==> src/rtl/vga_pkg.sv <==
// Shared timing constants, widths and pixel payload types for the VGA scan path.
// Default timing is 640x480@60 (800 x 525 totals).
package vga_pkg;

    localparam int unsigned H_ACTIVE     = 640;
    localparam int unsigned H_FP         = 16;
    localparam int unsigned H_SYNC       = 96;
    localparam int unsigned H_BP         = 48;
    localparam int unsigned H_TOTAL      = H_ACTIVE + H_FP + H_SYNC + H_BP;
    localparam int unsigned H_SYNC_START = H_ACTIVE + H_FP;
    localparam int unsigned H_SYNC_END   = H_SYNC_START + H_SYNC;

    localparam int unsigned V_ACTIVE     = 480;
    localparam int unsigned V_FP         = 10;
    localparam int unsigned V_SYNC       = 2;
    localparam int unsigned V_BP         = 33;
    localparam int unsigned V_TOTAL      = V_ACTIVE + V_FP + V_SYNC + V_BP;
    localparam int unsigned V_SYNC_START = V_ACTIVE + V_FP;
    localparam int unsigned V_SYNC_END   = V_SYNC_START + V_SYNC;

    localparam int unsigned CNT_W = 10;
    localparam int unsigned ROW_W = 9;
    localparam int unsigned COL_W = 10;
    localparam int unsigned PIX_W = 12;
    localparam int unsigned CH_W  = 4;
    localparam int unsigned DIV_W = 4;

    // RGB444 fields: R[11:8], G[7:4], B[3:0]
    typedef struct packed {
        logic [CH_W-1:0] r;
        logic [CH_W-1:0] g;
        logic [CH_W-1:0] b;
    } rgb444_t;

    // Per-pixel timing flags carried alongside the colour lookup latency
    typedef struct packed {
        logic active;
        logic hs;
        logic vs;
    } scan_tap_t;

    function automatic rgb444_t rgb_gate(input logic en, input logic [PIX_W-1:0] pix);
        return en ? rgb444_t'(pix) : rgb444_t'('0);
    endfunction

endpackage

==> src/rtl/vga_axis_counter.sv <==
// One raster axis: wrapping position counter with active-region and raw sync-window decode.
// Used once for the horizontal axis and once for the vertical axis.
module vga_axis_counter
    import vga_pkg::*;
#(
    parameter int unsigned TOTAL      = H_TOTAL,
    parameter int unsigned SYNC_START = H_SYNC_START,
    parameter int unsigned SYNC_END   = H_SYNC_END,
    parameter int unsigned ACTIVE     = H_ACTIVE
) (
    input  logic             clk,
    input  logic             rst,
    input  logic             en,
    output logic [CNT_W-1:0] cnt,
    output logic [CNT_W-1:0] cnt_nxt,
    output logic             wrap,
    output logic             active,
    output logic             sync_raw
);

    logic [CNT_W-1:0] cnt_q;
    logic [CNT_W-1:0] cnt_d;

    // wrap flags the terminal count; the caller qualifies it with its own enable
    assign wrap = (cnt_q == CNT_W'(TOTAL - 1));

    always_comb begin
        cnt_d = cnt_q;
        if (en) begin
            cnt_d = wrap ? '0 : cnt_q + CNT_W'(1);
        end
    end

    always_ff @(posedge clk) begin
        if (rst) begin
            cnt_q <= '0;
        end else begin
            cnt_q <= cnt_d;
        end
    end

    assign cnt      = cnt_q;
    assign cnt_nxt  = cnt_d;
    assign active   = (cnt_q < CNT_W'(ACTIVE));
    assign sync_raw = (cnt_q >= CNT_W'(SYNC_START)) && (cnt_q < CNT_W'(SYNC_END));

endmodule

==> src/rtl/vga_scan_ctrl.sv <==
// Raster scan controller: pixel-strobe divider, h/v counters, framebuffer address,
// latency-matched sync/blanking pipeline, registered RGB and frame event pulses.
module vga_scan_ctrl
    import vga_pkg::*;
#(
    parameter int unsigned CLK_DIV  = 4,
    parameter int unsigned PIPE_LAT = 1,
    parameter logic        SYNC_ACT = 1'b0,
    parameter int unsigned H_VIS    = H_ACTIVE,
    parameter int unsigned H_FRONT  = H_FP,
    parameter int unsigned H_PULSE  = H_SYNC,
    parameter int unsigned H_BACK   = H_BP,
    parameter int unsigned V_VIS    = V_ACTIVE,
    parameter int unsigned V_FRONT  = V_FP,
    parameter int unsigned V_PULSE  = V_SYNC,
    parameter int unsigned V_BACK   = V_BP
) (
    input  logic             clka,
    input  logic             rst,
    output logic [ROW_W-1:0] row_addr,
    output logic [COL_W-1:0] col_addr,
    input  logic [PIX_W-1:0] vga_data,
    output logic [CH_W-1:0]  r,
    output logic [CH_W-1:0]  g,
    output logic [CH_W-1:0]  b,
    output logic             hs,
    output logic             vs,
    output logic             pix_en,
    output logic             frame_start,
    output logic             vblank_start
);

    localparam int unsigned LINE_LEN    = H_VIS + H_FRONT + H_PULSE + H_BACK;
    localparam int unsigned HS_START    = H_VIS + H_FRONT;
    localparam int unsigned HS_END      = HS_START + H_PULSE;
    localparam int unsigned FRAME_LINES = V_VIS + V_FRONT + V_PULSE + V_BACK;
    localparam int unsigned VS_START    = V_VIS + V_FRONT;
    localparam int unsigned VS_END      = VS_START + V_PULSE;

    // ---------------- pixel strobe divider ----------------
    logic [DIV_W-1:0] div_q;
    logic [DIV_W-1:0] div_d;
    logic             div_last;

    assign div_last = (div_q == DIV_W'(CLK_DIV - 1));

    always_comb begin
        div_d = div_last ? '0 : div_q + DIV_W'(1);
    end

    always_ff @(posedge clka) begin
        if (rst) begin
            div_q <= '0;
        end else begin
            div_q <= div_d;
        end
    end

    // Gated by rst so a divide-by-1 build does not strobe while held in reset
    assign pix_en = div_last & ~rst;

    // ---------------- axis counters ----------------
    logic [CNT_W-1:0] h_cnt;
    logic [CNT_W-1:0] h_nxt;
    logic             h_wrap;
    logic             h_act;
    logic             h_sync;
    logic [CNT_W-1:0] v_cnt;
    logic [CNT_W-1:0] v_nxt;
    logic             v_wrap;
    logic             v_act;
    logic             v_sync;
    logic             v_en;

    assign v_en = h_wrap & pix_en;

    vga_axis_counter #(
        .TOTAL      (LINE_LEN),
        .SYNC_START (HS_START),
        .SYNC_END   (HS_END),
        .ACTIVE     (H_VIS)
    ) u_h_axis (
        .clk      (clka),
        .rst      (rst),
        .en       (pix_en),
        .cnt      (h_cnt),
        .cnt_nxt  (h_nxt),
        .wrap     (h_wrap),
        .active   (h_act),
        .sync_raw (h_sync)
    );

    vga_axis_counter #(
        .TOTAL      (FRAME_LINES),
        .SYNC_START (VS_START),
        .SYNC_END   (VS_END),
        .ACTIVE     (V_VIS)
    ) u_v_axis (
        .clk      (clka),
        .rst      (rst),
        .en       (v_en),
        .cnt      (v_cnt),
        .cnt_nxt  (v_nxt),
        .wrap     (v_wrap),
        .active   (v_act),
        .sync_raw (v_sync)
    );

    assert property (@(posedge clka) disable iff (rst)
        (h_cnt < CNT_W'(LINE_LEN)) && (v_cnt < CNT_W'(FRAME_LINES)));

    // ---------------- framebuffer address ----------------
    // Loaded from the post-strobe counter values so the address always names the current pixel
    logic [ROW_W-1:0] row_q;
    logic [ROW_W-1:0] row_d;
    logic [COL_W-1:0] col_q;
    logic [COL_W-1:0] col_d;
    logic             act_nxt;

    assign act_nxt = (h_nxt < CNT_W'(H_VIS)) && (v_nxt < CNT_W'(V_VIS));

    always_comb begin
        row_d = row_q;
        col_d = col_q;
        if (pix_en) begin
            if (act_nxt) begin
                row_d = ROW_W'(v_nxt);
                col_d = COL_W'(h_nxt);
            end else begin
                row_d = '0;
                col_d = '0;
            end
        end
    end

    always_ff @(posedge clka) begin
        if (rst) begin
            row_q <= '0;
            col_q <= '0;
        end else begin
            row_q <= row_d;
            col_q <= col_d;
        end
    end

    assign row_addr = row_q;
    assign col_addr = col_q;

    // ---------------- timing-flag delay line ----------------
    scan_tap_t tap_cur;
    scan_tap_t tap_del;

    always_comb begin
        tap_cur        = '0;
        tap_cur.active = h_act & v_act;
        tap_cur.hs     = h_sync;
        tap_cur.vs     = v_sync;
    end

    generate
        if (PIPE_LAT == 0) begin : g_nopipe
            assign tap_del = tap_cur;
        end else if (PIPE_LAT == 1) begin : g_pipe1
            scan_tap_t pipe_q;

            always_ff @(posedge clka) begin
                if (rst) begin
                    pipe_q <= '0;
                end else if (pix_en) begin
                    pipe_q <= tap_cur;
                end
            end

            assign tap_del = pipe_q;
        end else begin : g_pipen
            scan_tap_t [PIPE_LAT-1:0] pipe_q;

            always_ff @(posedge clka) begin
                if (rst) begin
                    pipe_q <= '0;
                end else if (pix_en) begin
                    pipe_q <= {pipe_q[PIPE_LAT-2:0], tap_cur};
                end
            end

            assign tap_del = pipe_q[PIPE_LAT-1];
        end
    endgenerate

    // ---------------- connector output register ----------------
    rgb444_t rgb_q;
    rgb444_t rgb_d;
    logic    hs_q;
    logic    hs_d;
    logic    vs_q;
    logic    vs_d;

    always_comb begin
        rgb_d = rgb_q;
        hs_d  = hs_q;
        vs_d  = vs_q;
        if (pix_en) begin
            rgb_d = rgb_gate(tap_del.active, vga_data);
            hs_d  = tap_del.hs ? SYNC_ACT : ~SYNC_ACT;
            vs_d  = tap_del.vs ? SYNC_ACT : ~SYNC_ACT;
        end
    end

    always_ff @(posedge clka) begin
        if (rst) begin
            rgb_q <= '0;
            hs_q  <= ~SYNC_ACT;
            vs_q  <= ~SYNC_ACT;
        end else begin
            rgb_q <= rgb_d;
            hs_q  <= hs_d;
            vs_q  <= vs_d;
        end
    end

    assign r  = rgb_q.r;
    assign g  = rgb_q.g;
    assign b  = rgb_q.b;
    assign hs = hs_q;
    assign vs = vs_q;

    // ---------------- frame events ----------------
    // Decoded on the strobe that moves the scan onto the target position, so each lasts one clka
    assign frame_start  = pix_en & h_wrap & v_wrap;
    assign vblank_start = pix_en & h_wrap & (v_cnt == CNT_W'(V_VIS - 1));

endmodule

==> config.mk <==
export PLATFORM = sky130hd
export DESIGN_NAME = vga_scan_ctrl
export DESIGN_NICKNAME = d
export VERILOG_FILES = /design/src/rtl/vga_pkg.sv /design/src/rtl/vga_axis_counter.sv /design/src/rtl/vga_scan_ctrl.sv
export SDC_FILE = /design/constraint.sdc
export NUM_CORES = 1
export LEC_CHECK = 0
export CAP_MARGIN = 5
export CORE_MARGIN = 2
export CORE_UTILIZATION = 40
export CTS_CLUSTER_SIZE = 8
export DETAILED_ROUTE_END_ITERATION = 8
export PLACE_DENSITY_LB_ADDON = 0.2
export SLEW_MARGIN = 30
export SYNTH_ARGS = -nofsm -noshare
export SYNTH_HDL_FRONTEND = slang
export SYNTH_SLANG_ARGS = --single-unit
==> constraint.sdc <==
create_clock -name clka -period 4.3 [get_ports clka]
set_clock_uncertainty 0.2 [all_clocks]
set_input_delay 1.29 -clock clka [delete_from_list [all_inputs] [get_ports clka]]
set_output_delay 1.29 -clock clka [all_outputs]
set_load 0.03 [all_outputs]
-- Yosys cells after proc, flatten, opt, wreduce, memory -nomap -nowiden
Index checks and enable logic that the tools add are counted.
- register bits: 60
- latch bits: 0
- memory bits (writable): 0
- ROM bits: 0
- input port bits: 14
- output and inout port bits: 36
- word-level logic and storage cells: 47
- memories: 0
- $add $sub $neg: 3
- multiply operators: 0
- divide/modulo/power cells: 0
- $lt $le $gt $ge: 8
- equal/unequal tests: 4
- shift operators: 0
- muxes and demuxes: 9
- bitwise operators: 6
- reduce and logical (&&, ||, !) cells: 4
- operators by type and width (kind ; number):
    $mux W10 ; 5
    $lt A10 B10 Y1 const B ; 3
    $lt A10 B9 Y1 const B ; 3
    $add A10 B1 Y10 const B ; 2
    $eq A10 B10 Y1 const B ; 2
    $mux W12 ; 1
    $eq A10 B9 Y1 const B ; 1
    $ge A10 B10 Y1 const B ; 1
    $ge A10 B9 Y1 const B ; 1
    $mux W9 ; 1
    $and A1 B1 Y1 ; 5
    $add A4 B1 Y4 const B ; 1
    $eq A4 B2 Y1 const B ; 1
    $logic_and A1 B1 Y1 ; 3
    $mux W1 ; 2
    $reduce_or A2 Y1 ; 1
    $not A1 Y1 ; 1

-- Logic depth before layout (Yosys ltp)
Gate-level depths: netlist of run 1.
- depth after elaboration: 7
- gate-level depth with buffers: 11
- mapped depth without buffers: 8

-- Hierarchy
A second synthesis of run 1 with hierarchy kept.
- cell total of the unflattened synthesis: 289
- area, all modules: 2742.6 sq um
- modules (own cells, without submodules) (module ; times used ; cells each ; area an instance (sq um) ; seq. area each (sq um)):
    vga_scan_ctrl ; 1 ; 129 ; 1412.6 ; 800.8
    vga_axis_counter at u_v_axis ; 1 ; 87 ; 696.9 ; 200.2
    vga_axis_counter at u_h_axis ; 1 ; 73 ; 633.1 ; 200.2

-- Least setup slack after synthesis of run 1
OpenSTA, ideal clock, no wires.
- path kind: input -> output
- start: input port rst
- end: output port vblank_start
- arrival: 3377 ps
- required time: 2810 ps
- slack: -567 ps
- cell stages on the path: 7
- buffers on the path: 2
- cell sequence: or4b_1 -> buf_2 -> clkinv_2 -> and4_1 -> buf_4 -> nand2_1 -> nor4_1
- longest elaborated chain between the ends: 4
- ends and longest elaborated chain (element ; line ; RTL):
    start, declared ; vga_scan_ctrl.sv:19 ; input logic rst,
    $not A1 Y1 ; vga_scan_ctrl.sv:60 ; assign pix_en = div_last & ~rst;
    $and A1 B1 Y1 ; vga_scan_ctrl.sv:60 ;
    $and A1 B1 Y1 (2 in a row) ; vga_scan_ctrl.sv:230 ; assign vblank_start = pix_en & h_wrap & (v_cnt == CNT_W'(V_VIS - 1));
    end, declared ; vga_scan_ctrl.sv:30 ; output logic vblank_start
Every way passes these cells.

-- Worst setup path in the final report of run 1
- start: input port rst
- end: output port frame_start
- longest elaborated chain between the ends: 4
- ends and longest elaborated chain (element ; line ; RTL):
    $not A1 Y1 ; vga_scan_ctrl.sv:60 ;
    $and A1 B1 Y1 ; vga_scan_ctrl.sv:60 ;
    $and A1 B1 Y1 (2 in a row) ; vga_scan_ctrl.sv:229 ; assign frame_start = pix_en & h_wrap & v_wrap;
    end, declared ; vga_scan_ctrl.sv:29 ; output logic frame_start,
Every way passes these cells.

==> impl_results.md, run 1 <==
- DRT Wirelength: 5690 um
- CP required: roughly 2800 ps
- Most numerous cell in the Yosys netlist: dfxtp_1
- Maximum clock frequency: between 0.2 and 0.25 GHz
- Area of the core: between 0.006 and 0.007 mm^2
- Post-synth ARST share: 0%
- Yosys top cell area share: between 40% and 50%
- WHS Endpoint: hs$_SDFFE_PP1N_
- Nets: roughly 360
- Syn nets: 311
- Total power: 1.11 mW
- Fillers: around 590
- Reg area: between 0.001 and 0.0015 mm^2
- Worst-skew pair later-pin latency: between 300 and 400 ps
- DRC viols: 0
- Via count: roughly 2,200
- Worst Setup SP: rst
- Crit path DAT: roughly 2700 ps
- Vias/cell: about 5.1
- Post-Synth Simple-Gate Area: 24.7%
- Largest net degree at the start of global routing: 32
- Number of buffers added on ports: approximately 50
- Yosys top cell by area: dfxtp_1
- GRT Total Usage: between 15 and 20%
- Initial drt markers: around 140
- Worst IR Drop VDD: 155 uV
- Multiplexer share of the synthesized area: less than 1%
- Full die area: between 0.007 and 0.008 mm^2
- Initial antenna violation count: 0
- Crit-path max FO: 2
- Max Slew Vio Count: 0
- Vias in the first global route: between 1,500 and 2,000
- Fin. Hold Viols: 0
- Post-DP HPWL: 3840 um
- Multi-input logic area: around 0.0013 mm^2
- Synth Instances: about 290
- Syn Area/Cell: roughly 8.9 um^2
- Gp weighted congestion: ~0.82
- Synth Warn #: 0
- GRT overflow: 0
- Die Span X: roughly 85 um
- Synth Register Bits: 60
- Top FF cell, synth: dfxtp_1
- Synth cell count leaders: 60 x dfxtp_1, 37 x nand2_1, 37 x nor2_1
- Post-Syn Area: ~0.0026 mm^2
- Lkg Pwr: 1.24 nW
- Worst setup EP type: output pin
- Critical Path Start Type: input port
- Unrepaired setup endpoints after global routing: false
- Main combinational cell family by area after synthesis: simple AND/OR/NAND/NOR gates
- Hold depth: 1
- Worst flop-to-flop path endpoint: col_addr[2]$_SDFFE_PP0N_
- Antenna diode count: 0
- Clk sink count: 60
- H-Tree Depth: 3
- Slew @ Worst Pin: approximately 430 ps
- Drt pass-1 iters: 4
- Post-Synth Adder-Cell Area: around 2.9%
- DRT antenna net count: 0
- CTS tree: yes
- Post-synth cell types: 46
- Clock Tree Root: clkbuf_8
- Num rows: 29
- IO Count: 50
- FF-to-FF Start: div_q[0]$_SDFF_PP0_
- Relative slew slack: a little under three quarters
- Setup CP Type: input port to output pin
- WHS: 242 ps
- Worst r2r path cells: 10
- Area Growth Syn to Fin: 30.8%
- Setup violators final: 0
- Top post-synthesis cells by area: dfxtp_1 46%, nand2_1 5.4%, nor2_1 5.4%, a22o_1 4.1%, o21ai_2 3.4%
- Minimum clock period: around 4200 ps
- Initial Utilization: about two fifths
- Vert. Die Dim: about 85 um
- Post-synth EDFFs: 0
- Num CTS Buffers: 9
- Post-synthesis xor/xnor area fraction: 5.40%
- Max cap viols: 0
- Layout cells sized above 1: between 10% and 20%
- Post-synthesis compound-gate area fraction: between 10% and 20%
- Worst Hold Class: flip-flop to flip-flop
- Status: finished clean
- Avg WL per Cell: ~13 um
- PD cells: around 330 mW/mm^2
- Post-synthesis sequential area ratio: between 40% and 50%
- Reg clk slew, reported paths: about 70 ps
- Clock Path Buffers: 2
- Final Cycle Share: between 90% and 100%
- Reg-to-reg slack, setup: around 1300 ps
- Hold path start: g_pipe1.pipe_q[1]$_SDFFE_PP0N_
- First-pass GRT wire length: 9470 um
==> state kept, by name, summed over array words and instances (netlist names) <==
register / cells
u_h_axis.cnt: 10
u_v_axis.cnt: 10
r: 4
hs: 1
div_q: 4
b: 4
g_pipe1.pipe_q: 3
col_addr: 10
g: 4
vs: 1
row_addr: 9
==> logic make-up (layout without fill, tap and decap cells) <==
kind of cell | count (synthesis) | after routing
AO/OA/AOI/OAI | 58 | 58
XOR/XNOR | 16 | 16
adder cells (fa/ha/maj) | 6 | 6
buffers and inverters | 24 | 80
flip-flops | 60 | 60
multiplexers | 1 | 1
AND/OR/NAND/NOR | 126 | 126
==> layout by cell type (no fill, tap or decap), types with 4 or more instances in the layout <==
master,n
nor3_1,4
a22o_1,12
nand4_1,5
clkbuf_8,10
nand2_1,36
a21oi_1,7
nand2b_1,5
o21ai_2,10
nor2_1,36
xnor2_1,10
inv_1,6
clkdlybuf4s50_1,45
xor2_1,6
nand3_1,9
dfxtp_1,60
buf_4,11
and2_1,4
ha_1,6
o21ai_0,15
==> metal layers <==
metal | wire (um) | global-route usage, % | vias to the layer above
li1 | - | - | 1113
met1 | 2850 | 22.3 | 1025
met2 | 2550 | 24.7 | 37
met3 | 230 | 4.82 | 7
met4 | 65 | 8.23 | 0
met5 | 0 | 0 | -
==> worst max path at each step <==
stage                    to  slack (ps)  cells after the start
3_3_place_gp   vblank_start        -230                      7
4_1_cts        vblank_start          20                      7
6_report        frame_start         110                      7
5_1_grt        vblank_start          60                      7
2_1_floorplan  vblank_start          30                      7
3_5_place_dp   vblank_start        -210                      7
==> cell type report <==
class	instances	area share [%]
flip-flops and latches	60	35.4
inverters	7	0.921
clock buffers	10	4.05
multi-input cells	207	38.9
well taps	77	2.84
clock inverters	5	1.55
repair buffers	58	16.3
==> worst max-delay path: stages <==
cell,delay (ps)
clkdlybuf4s15_1,180
or4b_4,520
clkinv_4,70
and4_4,220
buf_4,110
and2_1,160
buf_6,140
==> per-stage QoR <==
stage               TNS (ps)  cell area, um^2  utilization [%]  worst slack, ps  instances
global placement        -428             3180             50.3             -232        408
global route               0             3390             53.8             62.1        424
finish                     0             3390             53.8              111        424
detailed placement      -377             3180             50.3             -209        408
floorplan                  0             2610                -             31.9        291
CTS                        0             3390             53.8             20.2        424
==> report_power, final <==
group | switching [mW] | total (mW) | internal [mW] | leakage, nW
Clock | 0.215 | 0.491 | 0.277 | 0.0979
Sequential | 0.00416 | 0.566 | 0.562 | 0.484
Combinational | 0.0296 | 0.0514 | 0.0218 | 0.660
==> timing repair <==
| item | CTS | global route |
|---|---|---|
| resized for setup | 8 | 0 |
| setup endpoints to repair | 2 | 1 |
| buffers inserted | 1 | 0 |
| pin swaps | 2 | 2 |
| hold endpoints to repair | 0 | 0 |
| cloned | 0 | 0 |
| hold buffers | 0 | 0 |
Note: power is estimated with default switching activity, not from simulation.
==> run 2, diff against run 1 <==
- GPL_ROUTABILITY_DRIVEN: default -> 1
==> results of run 2 <==
No change in the layout: final DEF, timing and power equal those of run 1.
